===== config.mk =====
export PLATFORM = sky130hd
export DESIGN_NAME = alu_writeback_stage
export DESIGN_NICKNAME = d
export VERILOG_FILES = /design/src/rtl/alu_stage_pkg.sv /design/src/rtl/alu_writeback_stage_skid.sv /design/src/rtl/alu_writeback_stage.sv
export SDC_FILE = /design/constraint.sdc
export NUM_CORES = 1
export LEC_CHECK = 0
export ABC_AREA = 1
export BUFFER_PORTS_ARGS = -buffer_cell sky130_fd_sc_hd__buf_4
export CORE_AREA = 2 2 102 104
export DETAILED_ROUTE_END_ITERATION = 10
export DIE_AREA = 0 0 104 106
export PLACE_DENSITY = 0.81
export SLEW_MARGIN = 0
export SYNTH_ARGS = -nofsm -noshare
export SYNTH_HDL_FRONTEND = slang
export SYNTH_SLANG_ARGS = --single-unit

===== constraint.sdc =====
create_clock -name clk -period 9.4 [get_ports clk]
set_input_delay 0.94 -clock clk [delete_from_list [all_inputs] [get_ports clk]]
set_output_delay 0.94 -clock clk [all_outputs]
set_load 0.05 [all_outputs]

===== src/rtl/alu_stage_pkg.sv =====
// Shared types and constants for the ALU write-back stage.
package alu_stage_pkg;

  localparam int unsigned DEF_DATA_W     = 32;
  localparam int unsigned DEF_REG_ADDR_W = 6;
  localparam int unsigned DEF_TGT_W      = 32;

  // Bit positions inside the 2-bit architectural flag vector
  localparam int FLAG_Z = 0;
  localparam int FLAG_N = 1;

  typedef struct packed {
    logic [DEF_DATA_W-1:0]     result;
    logic [DEF_REG_ADDR_W-1:0] rd;
    logic                      wr_en;
  } wb_entry_t;

  typedef enum logic [1:0] {
    SKID_EMPTY,
    SKID_ONE,
    SKID_TWO
  } skid_state_t;

endpackage


===== src/rtl/alu_writeback_stage_skid.sv =====
// Two-entry skid buffer; in_ready is registered so upstream never sees out_ready combinationally.
module skid_buffer_2
  import alu_stage_pkg::*;
#(
  parameter int unsigned WIDTH = 8
) (
  input  logic             clk,
  input  logic             rst,
  input  logic             in_valid,
  output logic             in_ready,
  input  logic [WIDTH-1:0] in_data,
  output logic             out_valid,
  input  logic             out_ready,
  output logic [WIDTH-1:0] out_data
);

  skid_state_t      state, state_next;
  logic [WIDTH-1:0] head, head_next;
  logic [WIDTH-1:0] tail, tail_next;
  logic             ready_next;
  logic             accept, drain;

  assign out_valid = (state != SKID_EMPTY);
  assign out_data  = head;
  assign accept    = in_valid & in_ready;
  assign drain     = out_valid & out_ready;

  always_comb begin
    state_next = state;
    head_next  = head;
    tail_next  = tail;
    unique case (state)
      SKID_EMPTY: begin
        if (accept) begin
          head_next  = in_data;
          state_next = SKID_ONE;
        end
      end
      SKID_ONE: begin
        unique case ({accept, drain})
          2'b10: begin
            tail_next  = in_data;
            state_next = SKID_TWO;
          end
          2'b01: state_next = SKID_EMPTY;
          2'b11: head_next = in_data;
          default: ;
        endcase
      end
      SKID_TWO: begin
        if (drain) begin
          head_next  = tail;
          state_next = SKID_ONE;
        end
      end
      default: state_next = SKID_EMPTY;
    endcase
    ready_next = (state_next != SKID_TWO);
  end

  always_ff @(posedge clk or posedge rst) begin
    if (rst) begin
      state    <= SKID_EMPTY;
      head     <= '0;
      tail     <= '0;
      in_ready <= 1'b0;
    end else begin
      state    <= state_next;
      head     <= head_next;
      tail     <= tail_next;
      in_ready <= ready_next;
    end
  end

endmodule


===== src/rtl/alu_writeback_stage.sv =====
// Post-ALU stage: buffers write-back entries, holds Z/N flags and resolves BRZ/BRN branches.
module alu_writeback_stage
  import alu_stage_pkg::*;
#(
  parameter int unsigned DATA_W     = DEF_DATA_W,
  parameter int unsigned REG_ADDR_W = DEF_REG_ADDR_W,
  parameter int unsigned TGT_W      = DEF_TGT_W
) (
  input  logic                  clk,
  input  logic                  rst,
  input  logic                  in_valid,
  output logic                  in_ready,
  input  logic [DATA_W-1:0]     in_result,
  input  logic                  in_z,
  input  logic                  in_n,
  input  logic [REG_ADDR_W-1:0] in_rd,
  input  logic                  in_wr_en,
  input  logic                  in_set_flags,
  input  logic                  in_br_z,
  input  logic                  in_br_n,
  input  logic [TGT_W-1:0]      in_target,
  output logic                  out_valid,
  input  logic                  out_ready,
  output logic [DATA_W-1:0]     out_result,
  output logic [REG_ADDR_W-1:0] out_rd,
  output logic                  out_wr_en,
  output logic                  flag_z,
  output logic                  flag_n,
  output logic                  br_taken,
  output logic [TGT_W-1:0]      br_target
);

  localparam int unsigned ENTRY_W = DATA_W + REG_ADDR_W + 1;

  logic [ENTRY_W-1:0] in_entry, out_entry;
  logic [1:0]         flags;
  logic               accept;

  assign accept   = in_valid & in_ready;
  assign in_entry = {in_result, in_rd, in_wr_en};
  assign {out_result, out_rd, out_wr_en} = out_entry;
  assign flag_z   = flags[FLAG_Z];
  assign flag_n   = flags[FLAG_N];

  skid_buffer_2 #(.WIDTH(ENTRY_W)) u_skid (
    .clk       (clk),
    .rst       (rst),
    .in_valid  (in_valid),
    .in_ready  (in_ready),
    .in_data   (in_entry),
    .out_valid (out_valid),
    .out_ready (out_ready),
    .out_data  (out_entry)
  );

  // Branch reads the pre-edge flags, so a same-transfer set_flags cannot affect it
  always_ff @(posedge clk or posedge rst) begin
    if (rst) begin
      flags     <= '0;
      br_taken  <= 1'b0;
      br_target <= '0;
    end else if (accept) begin
      br_taken  <= (in_br_z & flags[FLAG_Z]) | (in_br_n & flags[FLAG_N]);
      br_target <= in_target;
      if (in_set_flags) begin
        flags[FLAG_Z] <= in_z;
        flags[FLAG_N] <= in_n;
      end
    end else begin
      br_taken <= 1'b0;
    end
  end

endmodule


==> impl_results.md, run 1 <==
* HPWL after detailed placement at 8.793 mm
* Largest net degree at the start of global routing at 64
* Arrival time of the worst setup path at 3920 ps
* Total routed wirelength at 13.92 mm
* Overall die width at 104 um
* Sequential fraction of the synthesis area at 0.5607
* Yosys warning count at 0
* Worst VDD drop at 187.8 uV
* H-tree levels at 4
* Final count of hold timing violations at 0
* Floorplan row count at 37
* R2r endpoint: u_skid.out_data[3]$_DFFE_PP0P_
* Post-synthesis instance total at 645
* Power per cell area at 386.7 nW/um2
* Remaining antenna violation count after routing at 0
* Cts bufs inserted at 17
* Syn_nets at 727
* Initial cell density of the core at 0.5178
* Quantity of I/O buffers inserted on ports at 155
* Number of DRC violations after detailed routing at 0
* Final period util at 0.3735
* RSZ-0062 raised after global routing: false
* Start point of the worst hold path: u_skid.tail[37]$_DFFE_PP0P_
* Maximum clock rate at 284.9 MHz
* Worst clock skew at 9.325 ps
* Net switching component of the power at 1208 uW
* Synthesis-to-finish area growth at 33.49%
* Count of final setup violators at 0
* Total iterations of the first detailed-routing run at 7
* Worst-case clock buffer depth at 2
* CP Launch Type: input pin
* 1st-iter DRT viols at 358
* Antenna violations before repair at 0
* MaxCap Viol Count at 0
* Fraction of layout cells with a size suffix above 1 at 0.2541
* Number of cells on the worst reg-to-reg path at 8
* Cell with the largest stage delay on the worst path: sky130_fd_sc_hd__inv_2
* Number of stages on the worst hold path at 2
* Net count, final at 861
* Transition at the pin with the smallest max-transition slack at 1172 ps
* Area of all placed cells without fillers at 6912 um2
* Netlist cell types at 19
* Headroom to the max-slew limit at 0.2167
* Detailed-route wire length per cell at 15.02 um
* Clock net sink count at 116
* Routed vias at 4863
* Leakage power at 0.003866 uW
* Wire length of the first global-routing pass at 23.36 mm
* Origin of the critical flop-to-flop path: u_skid.in_ready$_DFF_PP0_
* Post_cts resized at 0
* Type of the worst setup path: input pin to flip-flop
* Share of total power in sequential cells at 0.313
* Cell seen most often among critical-path stages: sky130_fd_sc_hd__nand2_1
* Worst R2R Setup Slack at 6000 ps
* Internal Power at 1465 uW
* Global-route usage over all layers at 0.2661
* Combined buffer and inverter count along the critical path at 2
* Number of synthesized flops with an enable pin at 0
* Origin of the worst setup path: in_valid
* Placed cell areas at 6306 um2
* Count of placed standard cells including taps at 896
* Register bit total from synthesis at 116
* Outcome: finished, final reports clean
* Core footprint at 10000 um2
* Min-Delay Endpoint: u_skid.tail[37]$_DFFE_PP0P_
* Mean area per synthesized cell at 8.027 um2
* Accumulated negative setup slack at 0 ps
* Switching power share of the total at 0.4520
* Part of the total power dissipated in the clock network at 0.248
* Top_reg_cell synth: sky130_fd_sc_hd__dfrtp_1
* Insertion delay to the later sink of the worst-skew pair at 530 ps
* Final weighted congestion in routability-driven placement at 0.8570
* Final Max Tran Viols at 0
* Setup Fix Bufs, Post-CTS at 0
* Post-Route Hold Slack at 472.0 ps
* Path type of the worst min-delay path: flip-flop to flip-flop
* Max incr delay on CP at 820 ps
* Kind of end point of the critical path: flip-flop
* Boundary Pins at 156
* Delay-heaviest family, CP: simple AND/OR/NAND/NOR gates
* Clock Pin Slew Worst Setup and Hold Paths at 60 ps
* Non-filler cells in the finished layout at 927
* Post-detailed-route via-to-cell ratio at 5.246
* FFs w/ async S/R, synth at 1.000
* Clock tree from TritonCTS: built
* Combinational group share of total power at 0.440
* Sum of overflow across all layers after global routing at 0
* Vias in the first global route at 4812
* Post-synthesis instance area at 5177 um2
* Cells traversed along the worst timing path: buf_4, nand2_1, inv_2, ha_1, nand2_1, nand2_1, nand3_2, nand2_1, nand2_1
* Die extent in y at 106 um
* Die area at 11020 um2
* Required time at the endpoint of the critical path at 9800 ps
* Min Clock Period, post-route at 3510 ps
* Count of hold-fix buffers inserted at cts at 0
* CTS Root Buffer Type: sky130_fd_sc_hd__clkbuf_8
* Number of diodes at 0
* CP Max Fanout at 39
## logic make-up (layout without fill, tap and decap cells)
logic type	Yosys count	count (layout)	share of synthesized area
DFF	116	116	0.5607
AOI/OAI and AO/OA	3	3	0.004832
adders and majority gates	2	2	0.004832
and+or+nand+nor	473	473	0.3782
buffers and inverters	51	197	0.05147
## cell type report
class | instances | area [um2]
inverter | 8 | 32.53
tap | 136 | 170.2
clock inverter | 9 | 152.6
sequential | 116 | 2904
clock buffer | 22 | 452.9
timing repair buffer | 158 | 1186
fill | 815 | 3088
multi-input combinational | 478 | 2013
## layout by cell type, fill, tap and decap left out, types with 2 or more instances in the layout
master,Yosys,layout
sky130_fd_sc_hd__clkbuf_8,0,3
sky130_fd_sc_hd__ha_1,2,2
sky130_fd_sc_hd__nor2_4,2,3
sky130_fd_sc_hd__nand2_1,345,345
sky130_fd_sc_hd__nand2_2,3,3
sky130_fd_sc_hd__inv_2,4,4
sky130_fd_sc_hd__nand3_1,119,119
sky130_fd_sc_hd__clkbuf_1,11,3
sky130_fd_sc_hd__clkinv_2,0,2
sky130_fd_sc_hd__bufinv_16,0,4
sky130_fd_sc_hd__buf_4,5,158
sky130_fd_sc_hd__clkbuf_16,0,16
sky130_fd_sc_hd__clkinvlp_4,0,3
sky130_fd_sc_hd__dfrtp_1,116,115
sky130_fd_sc_hd__inv_1,4,3
## how the worst max path moves through the flow
stage | end | cells after the start
2_1_floorplan | br_taken$_DFF_PP0_ | 1
3_3_place_gp | u_skid.out_data[1]$_DFFE_PP0P_ | 9
3_5_place_dp | u_skid.out_data[23]$_DFFE_PP0P_ | 9
4_1_cts | u_skid.out_data[33]$_DFFE_PP0P_ | 9
5_1_grt | u_skid.out_data[3]$_DFFE_PP0P_ | 9
6_report | u_skid.out_data[3]$_DFFE_PP0P_ | 9
## metrics by stage
step           setup WS [ps]    util  total power, uW
3_5_place_dp            5300  0.6306             2013
4_1_cts                 5832  0.6912             2683
3_3_place_gp            5460  0.6306             1976
2_1_floorplan           5388       -             1684
6_report                5890  0.6912             2672
5_1_grt                 5507  0.6912             2821
## state kept, by name, indices dropped and copies added (netlist names)
name             cells
u_skid.out_data     39
u_skid.tail         39
br_target           32
flags                2
u_skid.state         2
br_taken             1
u_skid.in_ready      1
## synth_stat cells (2+ instances only)
cell	count	area (um2)
sky130_fd_sc_hd__ha_1	2	25.02
sky130_fd_sc_hd__buf_2	21	105.1
sky130_fd_sc_hd__buf_1	2	7.510
sky130_fd_sc_hd__clkbuf_1	11	41.29
sky130_fd_sc_hd__nand3_1	119	595.6
sky130_fd_sc_hd__buf_4	5	37.54
sky130_fd_sc_hd__nand2_1	345	1295
sky130_fd_sc_hd__buf_6	4	45.04
sky130_fd_sc_hd__nor2_2	2	12.51
sky130_fd_sc_hd__inv_1	4	15.01
sky130_fd_sc_hd__inv_2	4	15.01
sky130_fd_sc_hd__nor2_4	2	22.52
sky130_fd_sc_hd__nand2_2	3	18.77
sky130_fd_sc_hd__dfrtp_1	116	2903
## worst min-delay path: cells and delay by family (launching register included)
family,cells,cell delay (ps)
simple gates,2,100
flops,1,340
## metal layers
layer	wire length, um	GRT usage	vias to the layer above
met5	0	0	-
met4	228	0.09266	0
met3	1363	0.08216	21
met2	6717	0.4220	264
met1	5613	0.3494	2279
li1	-	-	2299
## power groups by stage
stage               clock (uW)  combinational [uW]  sequential, uW
global placement             0                1150             830
floorplan                    0                 483            1200
finish                     662                1180             836
detailed placement           0                1180             834
CTS                        668                1180             832
global route               692                1280             855
(Power assumes the default switching activity.)
==> inputs of run 2 (changes only) <==
CORE_AREA = 2 2 103 105   (was 2 2 102 104)
DIE_AREA = 0 0 105 107   (was 0 0 104 106)
PLACE_DENSITY = 0.8   (was 0.81)
clock period = 3.6 ns   (was 9.4 ns; I/O delays follow)
==> run 2 against run 1 <==
  * Cell area grew 0.49%
  * Largest power group unchanged
  * Clock skew is 3.9 ps higher
  * First-iteration DRC count is 5.9% lower
  * Highest routed layer unchanged
==> impl_results.md, run 2 (synthesized netlist as in run 1, its figures left out) <==
* Count of final setup violators at 0 (unchanged)
* Transition at the pin with the smallest max-transition slack at 877.8 ps (-294.3 ps)
* CP Max Fanout at 42 (+7.7%)
* Origin of the critical flop-to-flop path: u_skid.state[0]$_DFF_PP0_
* Clock tree from TritonCTS: built
* RSZ-0062 raised after global routing: false
* Antenna violations before repair at 0 (unchanged)
* Delay-heaviest family, CP: simple AND/OR/NAND/NOR gates
* Quantity of I/O buffers inserted on ports at 155 (unchanged)
* Floorplan row count at 37 (unchanged)
* Required time at the endpoint of the critical path at 4000 ps (-5800 ps)
* Total routed wirelength at 13.24 mm (-4.9%)
* Start point of the worst hold path: in_target[20]
* Post-Route Hold Slack at 31.69 ps (-440.3 ps)
* Most frequent cells in the layout: 345 x sky130_fd_sc_hd__nand2_1, 162 x sky130_fd_sc_hd__buf_4, 119 x sky130_fd_sc_hd__nand3_1, 115 x sky130_fd_sc_hd__dfrtp_1, 16 x sky130_fd_sc_hd__clkbuf_16
* Cts bufs inserted at 17 (unchanged)
* Arrival time of the worst setup path at 3250 ps (-670 ps)
* Cell with the largest stage delay on the worst path: sky130_fd_sc_hd__nor2_4
* Wire length of the first global-routing pass at 22.23 mm (-4.8%)
* 1st-iter DRT viols at 337 (-5.9%)
* Kind of end point of the critical path: flip-flop
* CP Launch Type: flip-flop
* Net count, final at 867 (+0.70%)
* CTS Root Buffer Type: sky130_fd_sc_hd__clkbuf_8
* Setup Fix Bufs, Post-CTS at 0 (unchanged)
* Headroom to the max-slew limit at 0.4134 (+0.1967)
* Remaining antenna violation count after routing at 0 (unchanged)
* Largest net degree at the start of global routing at 60 (-6.3%)
* Worst VDD drop at 415.6 uV (+120%)
* Final period util at 0.7904
* Maximum clock rate at 351.4 MHz
* Boundary Pins at 156 (unchanged)
* Fraction of layout cells with a size suffix above 1 at 0.2619 (+0.007796)
* Max incr delay on CP at 780 ps (-40 ps)
* Clock Pin Slew Worst Setup and Hold Paths at 60 ps (about the same)
* Min-Delay Endpoint: br_target[20]$_DFFE_PP0N_
* Combined buffer and inverter count along the critical path at 2 (unchanged)
* Leakage power at 0.003883 uW (+0.42%)
* H-tree levels at 4 (unchanged)
* Outcome: finished, final reports clean
* Die extent in y at 107 um (+0.94%)
* Post-detailed-route via-to-cell ratio at 5.120 (-2.4%)
* Insertion delay to the later sink of the worst-skew pair at 520 ps (about the same)
* Cell seen most often among critical-path stages: sky130_fd_sc_hd__nand2_1
* Final Max Tran Viols at 0 (unchanged)
* Final weighted congestion in routability-driven placement at 0.8071 (-5.8%)
* MaxCap Viol Count at 0 (unchanged)
* Commonest non-fill, non-tap cell in the layout: sky130_fd_sc_hd__nand2_1
* Die area at 11240 um2 (+1.9%)
* Detailed-route wire length per cell at 14.18 um (-5.6%)
* Sum of overflow across all layers after global routing at 0 (unchanged)
* Worst-case clock buffer depth at 2 (unchanged)
* Total iterations of the first detailed-routing run at 6 (-1)
* Post_cts resized at 0 (unchanged)
* Min Clock Period, post-route at 2846 ps
* Accumulated negative setup slack at 0 ps (unchanged)
* Clock net sink count at 116 (unchanged)
* Number of stages on the worst hold path at 3 (+1)
* Worst R2R Setup Slack at 750 ps (-5250 ps)
* Cells traversed along the worst timing path: inv_2, nor2_4, nand2_1, buf_4, nand2_1, nand2_1
* Global-route usage over all layers at 0.2478 (-0.01826)
* Synthesis-to-finish area growth at 34.15%
* Initial cell density of the core at 0.5130 (-0.004750)
* Placed cell areas at 6351 um2 (+0.71%)
* Power per cell area at 988.1 nW/um2 (+160%)
* Number of diodes at 0 (unchanged)
* Path type of the worst min-delay path: input pin to flip-flop
* HPWL after detailed placement at 8.933 mm (+1.6%)
* Final count of hold timing violations at 0 (unchanged)
* Number of DRC violations after detailed routing at 0 (unchanged)
* Overall die width at 105 um (+0.96%)
* Core footprint at 10090 um2 (+0.93%)
* Routed vias at 4782 (-1.7%)
* Non-filler cells in the finished layout at 934 (+0.76%)
* Final cell utilization of the core at 0.6882 (-0.002994)
* Vias in the first global route at 4746 (-1.4%)
* Layout filler cell count at 824 (+1.1%)
* Type of the worst setup path: flip-flop to flip-flop
* Number of cells on the worst reg-to-reg path at 6 (-2)
* R2r endpoint: u_skid.tail[36]$_DFFE_PP0P_
* Area of all placed cells without fillers at 6945 um2 (+0.49%)
* Count of placed standard cells including taps at 901 (+0.56%)
* Worst clock skew at 13.18 ps (+3.854 ps)
## run 2: changes by cell type in the layout (fill, tap and decap cells not counted)
cell,change
sky130_fd_sc_hd__nor2_4,-1
sky130_fd_sc_hd__clkinv_4,+1
sky130_fd_sc_hd__clkinvlp_4,+2
sky130_fd_sc_hd__buf_12,+1
sky130_fd_sc_hd__inv_6,+1
sky130_fd_sc_hd__nor2_2,+1
sky130_fd_sc_hd__clkbuf_1,-2
sky130_fd_sc_hd__dlygate4sd3_1,+1
sky130_fd_sc_hd__bufinv_16,-2
sky130_fd_sc_hd__buf_4,+4
sky130_fd_sc_hd__clkbuf_8,+1
## run 2: final cells by class
type / instances / area [um2] / area share
tap: 136 / 170.2 / 0.02450
timing repair buffer: 164 / 1246 / 0.1794
clock buffer: 21 / 459.2 / 0.06611
sequential: 116 / 2904 / 0.4181
inverter: 8 / 32.53 / 0.004684
multi-input combinational: 478 / 2008 / 0.2891
clock inverter: 11 / 125.1 / 0.01801
## run 2: metrics by stage
step / power, uW / setup slack (ps)
5_1_grt: 7274 / 491.0
2_1_floorplan: 4397 / 167.6
3_3_place_gp: 5143 / 981.6
6_report: 6863 / 754.4
4_1_cts: 6898 / 820.8
3_5_place_dp: 5237 / 847.6
## run 2: where the power goes
part / internal (uW) / switching (uW)
Sequential: 1830 / 341
Combinational: 866 / 2190
Clock: 1040 / 603
## run 2: timing repair
action	4_1_cts	5_1_grt
endpoints found under the hold margin	18	0
endpoints found under the setup margin	0	0
hold buffers	1	0
## run 2: worst min-delay path, cell delays in order
cell                      delay (ps)
sky130_fd_sc_hd__buf_4            70
sky130_fd_sc_hd__nand2_1          40
sky130_fd_sc_hd__nand2_1          40
## run 2: how the worst max path moves through the flow
stage | startpoint | slack [ps] | cells after the start | end
2_1_floorplan | rst | 170 | 1 | br_taken$_DFF_PP0_
3_3_place_gp | u_skid.state[1]$_DFF_PP0_ | 980 | 5 | u_skid.tail[28]$_DFFE_PP0P_
3_5_place_dp | u_skid.state[0]$_DFF_PP0_ | 850 | 6 | u_skid.tail[37]$_DFFE_PP0P_
4_1_cts | u_skid.state[0]$_DFF_PP0_ | 820 | 6 | u_skid.tail[36]$_DFFE_PP0P_
5_1_grt | u_skid.state[0]$_DFF_PP0_ | 490 | 6 | u_skid.tail[31]$_DFFE_PP0P_
6_report | u_skid.state[0]$_DFF_PP0_ | 750 | 6 | u_skid.tail[36]$_DFFE_PP0P_
## run 2: routing by layer
| metal | vias to the layer above | routed length (um) | GRT usage |
|---|---|---|---|
| met5 | - | 0 | 0 |
| li1 | 2313 | - | - |
| met4 | 0 | 265 | 0.08952 |
| met1 | 2249 | 5476 | 0.3093 |
| met3 | 27 | 1095 | 0.08450 |
| met2 | 193 | 6406 | 0.4026 |
==> inputs of run 3 (changes only) <==
clock period = 2.74 ns   (was 3.6 ns; I/O delays follow)
==> run 3 against run 2 <==
  * First-iteration DRC count grew 19%
  * Worst setup slack lost 330 ps
  * Combinational power grew 39%
  * Register-to-register slack lost 330 ps
  * Sequential cell count is the same
  * Hold slack lost 19 ps
  * Core utilization grew 4.4 points
  * Routed wire length grew 13%
  * Largest power group unchanged
  * Highest routed layer unchanged
==> impl_results.md, run 3 (synthesized netlist as in run 1, its figures left out) <==
* Outcome: finished, final reports clean
* Fraction of layout cells with a size suffix above 1 at 0.2485 (-0.01338)
* Core footprint at 10090 um2 (unchanged)
* Clock tree from TritonCTS: built
* Detailed-route wire length per cell at 15.25 um (+7.6%)
* Max incr delay on CP at 690 ps (-90 ps)
* Largest net degree at the start of global routing at 45 (-25%)
* Post_cts resized at 0 (unchanged)
* Cell with the largest stage delay on the worst path: sky130_fd_sc_hd__nand2_2
* Headroom to the max-slew limit at 0.4347 (+0.02124)
* Final count of hold timing violations at 0 (unchanged)
* Number of DRC violations after detailed routing at 0 (unchanged)
* Arrival time of the worst setup path at 2710 ps (-540 ps)
* Cell seen most often among critical-path stages: sky130_fd_sc_hd__nand2_1
* Insertion delay to the later sink of the worst-skew pair at 510 ps (about the same)
* Final period util at 0.8439 (+0.05345)
* Number of stages on the worst hold path at 3 (unchanged)
* Required time at the endpoint of the critical path at 3140 ps (-860 ps)
* Cts bufs inserted at 17 (unchanged)
* Number of cells on the worst reg-to-reg path at 6 (unchanged)
* 1st-iter DRT viols at 402 (+19%)
* Kind of end point of the critical path: flip-flop
* HPWL after detailed placement at 9.176 mm (+2.7%)
* Overall die width at 105 um (unchanged)
* CP Max Fanout at 42 (unchanged)
* Global-route usage over all layers at 0.2798 (+0.03194)
* Accumulated negative setup slack at 0 ps (unchanged)
* MaxCap Viol Count at 0 (unchanged)
* Wire length of the first global-routing pass at 24.81 mm (+12%)
* Path type of the worst min-delay path: input pin to flip-flop
* Overall power at 9001 uW (+31%)
* Setup Fix Bufs, Post-CTS at 0 (unchanged)
* Part of the total power dissipated in the clock network at 0.218 (-0.021)
* Initial cell density of the core at 0.5130 (unchanged)
* Boundary Pins at 156 (unchanged)
* Non-filler cells in the finished layout at 981 (+5.0%)
* RSZ-0062 raised after global routing: false
* Count of final setup violators at 0 (unchanged)
* Most frequent cells in the layout: 345 x sky130_fd_sc_hd__nand2_1, 167 x sky130_fd_sc_hd__buf_4, 119 x sky130_fd_sc_hd__nand3_1, 115 x sky130_fd_sc_hd__dfrtp_1, 45 x sky130_fd_sc_hd__dlygate4sd3_1
* Power per cell area at 1219 nW/um2 (+23%)
* H-tree levels at 4 (unchanged)
* Maximum clock rate at 432.5 MHz (+23%)
* Type of the worst setup path: flip-flop to flip-flop
* Final Max Tran Viols at 0 (unchanged)
* Worst-case clock buffer depth at 2 (unchanged)
* Final weighted congestion in routability-driven placement at 0.7885 (-2.3%)
* Count of placed standard cells including taps at 907 (+0.67%)
* Floorplan row count at 37 (unchanged)
* Total iterations of the first detailed-routing run at 6 (unchanged)
* Net switching component of the power at 4123 uW (+32%)
* Number of diodes at 0 (unchanged)
* Vias in the first global route at 5225 (+10%)
* Worst clock skew at 9.814 ps (-3.366 ps)
* Routed vias at 5100 (+6.6%)
* Synthesis-to-finish area growth at 42.68%
* Remaining antenna violation count after routing at 0 (unchanged)
* Share of total power in sequential cells at 0.312 (-0.004)
* CTS Root Buffer Type: sky130_fd_sc_hd__clkbuf_8
* Switching power share of the total at 0.4581 (+0.001796)
* Min Clock Period, post-route at 2312 ps (-533.3 ps)
* CP Launch Type: flip-flop
* Total routed wirelength at 14.97 mm (+13%)
* Combinational group share of total power at 0.470 (+0.025)
* Commonest non-fill, non-tap cell in the layout: sky130_fd_sc_hd__nand2_1
* Die area at 11240 um2 (unchanged)
* Clock net sink count at 116 (unchanged)
* Die extent in y at 107 um (unchanged)
* Post-detailed-route via-to-cell ratio at 5.199 (+1.5%)
* Quantity of I/O buffers inserted on ports at 155 (unchanged)
* Cells traversed along the worst timing path: inv_2, nand2_2, nand2_1, nand2_1, nand3_1, nand2_1
* Transition at the pin with the smallest max-transition slack at 846.2 ps (-31.56 ps)
* Internal Power at 4878 uW (+31%)
* Leakage power at 0.004084 uW (+5.2%)
* Sum of overflow across all layers after global routing at 0 (unchanged)
* Antenna violations before repair at 0 (unchanged)
* Worst VDD drop at 605.7 uV (+46%)
* Clock Pin Slew Worst Setup and Hold Paths at 50 ps (about the same)
* Net count, final at 917 (+5.8%)
[run 3: cell types whose count changed in the layout (fill, tap and decap cells not counted)]
cell | previous run | this run
sky130_fd_sc_hd__buf_12 | 1 | 2
sky130_fd_sc_hd__buf_4 | 162 | 167
sky130_fd_sc_hd__bufinv_16 | 2 | 1
sky130_fd_sc_hd__clkbuf_1 | 1 | 3
sky130_fd_sc_hd__clkinv_2 | 2 | 5
sky130_fd_sc_hd__clkinv_4 | 1 | 0
sky130_fd_sc_hd__clkinvlp_4 | 5 | 1
sky130_fd_sc_hd__dlygate4sd3_1 | 1 | 45
sky130_fd_sc_hd__inv_4 | 1 | 0
sky130_fd_sc_hd__inv_6 | 1 | 0
sky130_fd_sc_hd__nor2_2 | 2 | 1
sky130_fd_sc_hd__nor2_4 | 2 | 3
[run 3: power by group through the flow]
stage	clock [uW]	combinational [uW]	sequential (uW)
after floorplan	0	1660	4120
after global placement	0	4080	2780
after detailed placement	0	4170	2800
after CTS	1980	4240	2800
after global routing	2070	4590	2880
final	1970	4230	2800
[run 3: path summary, 6_finish.rpt]
| path | slack, ps | to | start |
|---|---|---|---|
| worst max-delay path | 430 | u_skid.out_data[32]$_DFFE_PP0P_ | u_skid.state[0]$_DFF_PP0_ |
| worst min-delay path | 10 | u_skid.tail[31]$_DFFE_PP0P_ | in_result[24] |
| worst max register to register | 430 | u_skid.out_data[32]$_DFFE_PP0P_ | u_skid.state[0]$_DFF_PP0_ |
| worst min register to register | 470 | u_skid.tail[29]$_DFFE_PP0P_ | u_skid.tail[29]$_DFFE_PP0P_ |
| max in group asynchronous | 1500 | u_skid.tail[14]$_DFFE_PP0P_ | rst |
| min in group asynchronous | 510 | br_target[19]$_DFFE_PP0N_ | rst |
[run 3: routing by layer]
layer  vias up  track usage  routed length (um)
met4         0       0.1076                 286
met5         -            0                   0
met3        25       0.1015                1205
li1       2412            -                   -
met2       239       0.4675                7550
met1      2424       0.3312                5923
[run 3: area by class of cell]
| cell class | count | area, um2 |
|---|---|---|
| fillers | 723 | 2705 |
| multi-input cells | 478 | 2013 |
| well taps | 136 | 170.2 |
| repair buffers | 214 | 1744 |
| flip-flops and latches | 116 | 2904 |
| clock buffers | 23 | 466.7 |
| inverters | 8 | 33.78 |
| clock inverters | 6 | 55.05 |
[run 3: per-stage QoR]
stage	cell area, um2	util	setup slack [ps]	hold slack (ps)
3_5_place_dp	6415	0.6356	526.6	460.0
5_1_grt	7387	0.7320	253.7	3.102
2_1_floorplan	5181	-	590.2	383.6
4_1_cts	7387	0.7320	487.1	0.6219
6_report	7387	0.7320	427.8	12.79
3_3_place_gp	6415	0.6356	586.8	453.6
[run 3: what timing repair did]
item                                    CTS  global route
endpoints found under the hold margin    77             0
hold buffers                             45             0
endpoints found under the setup margin    0             0
[run 3: worst max-delay path: cells and delay by family, from the launching register on]
family / cells / cell delay [ps]
buf+inv: 1 / 570
flops: 1 / 440
simple gates: 5 / 1190
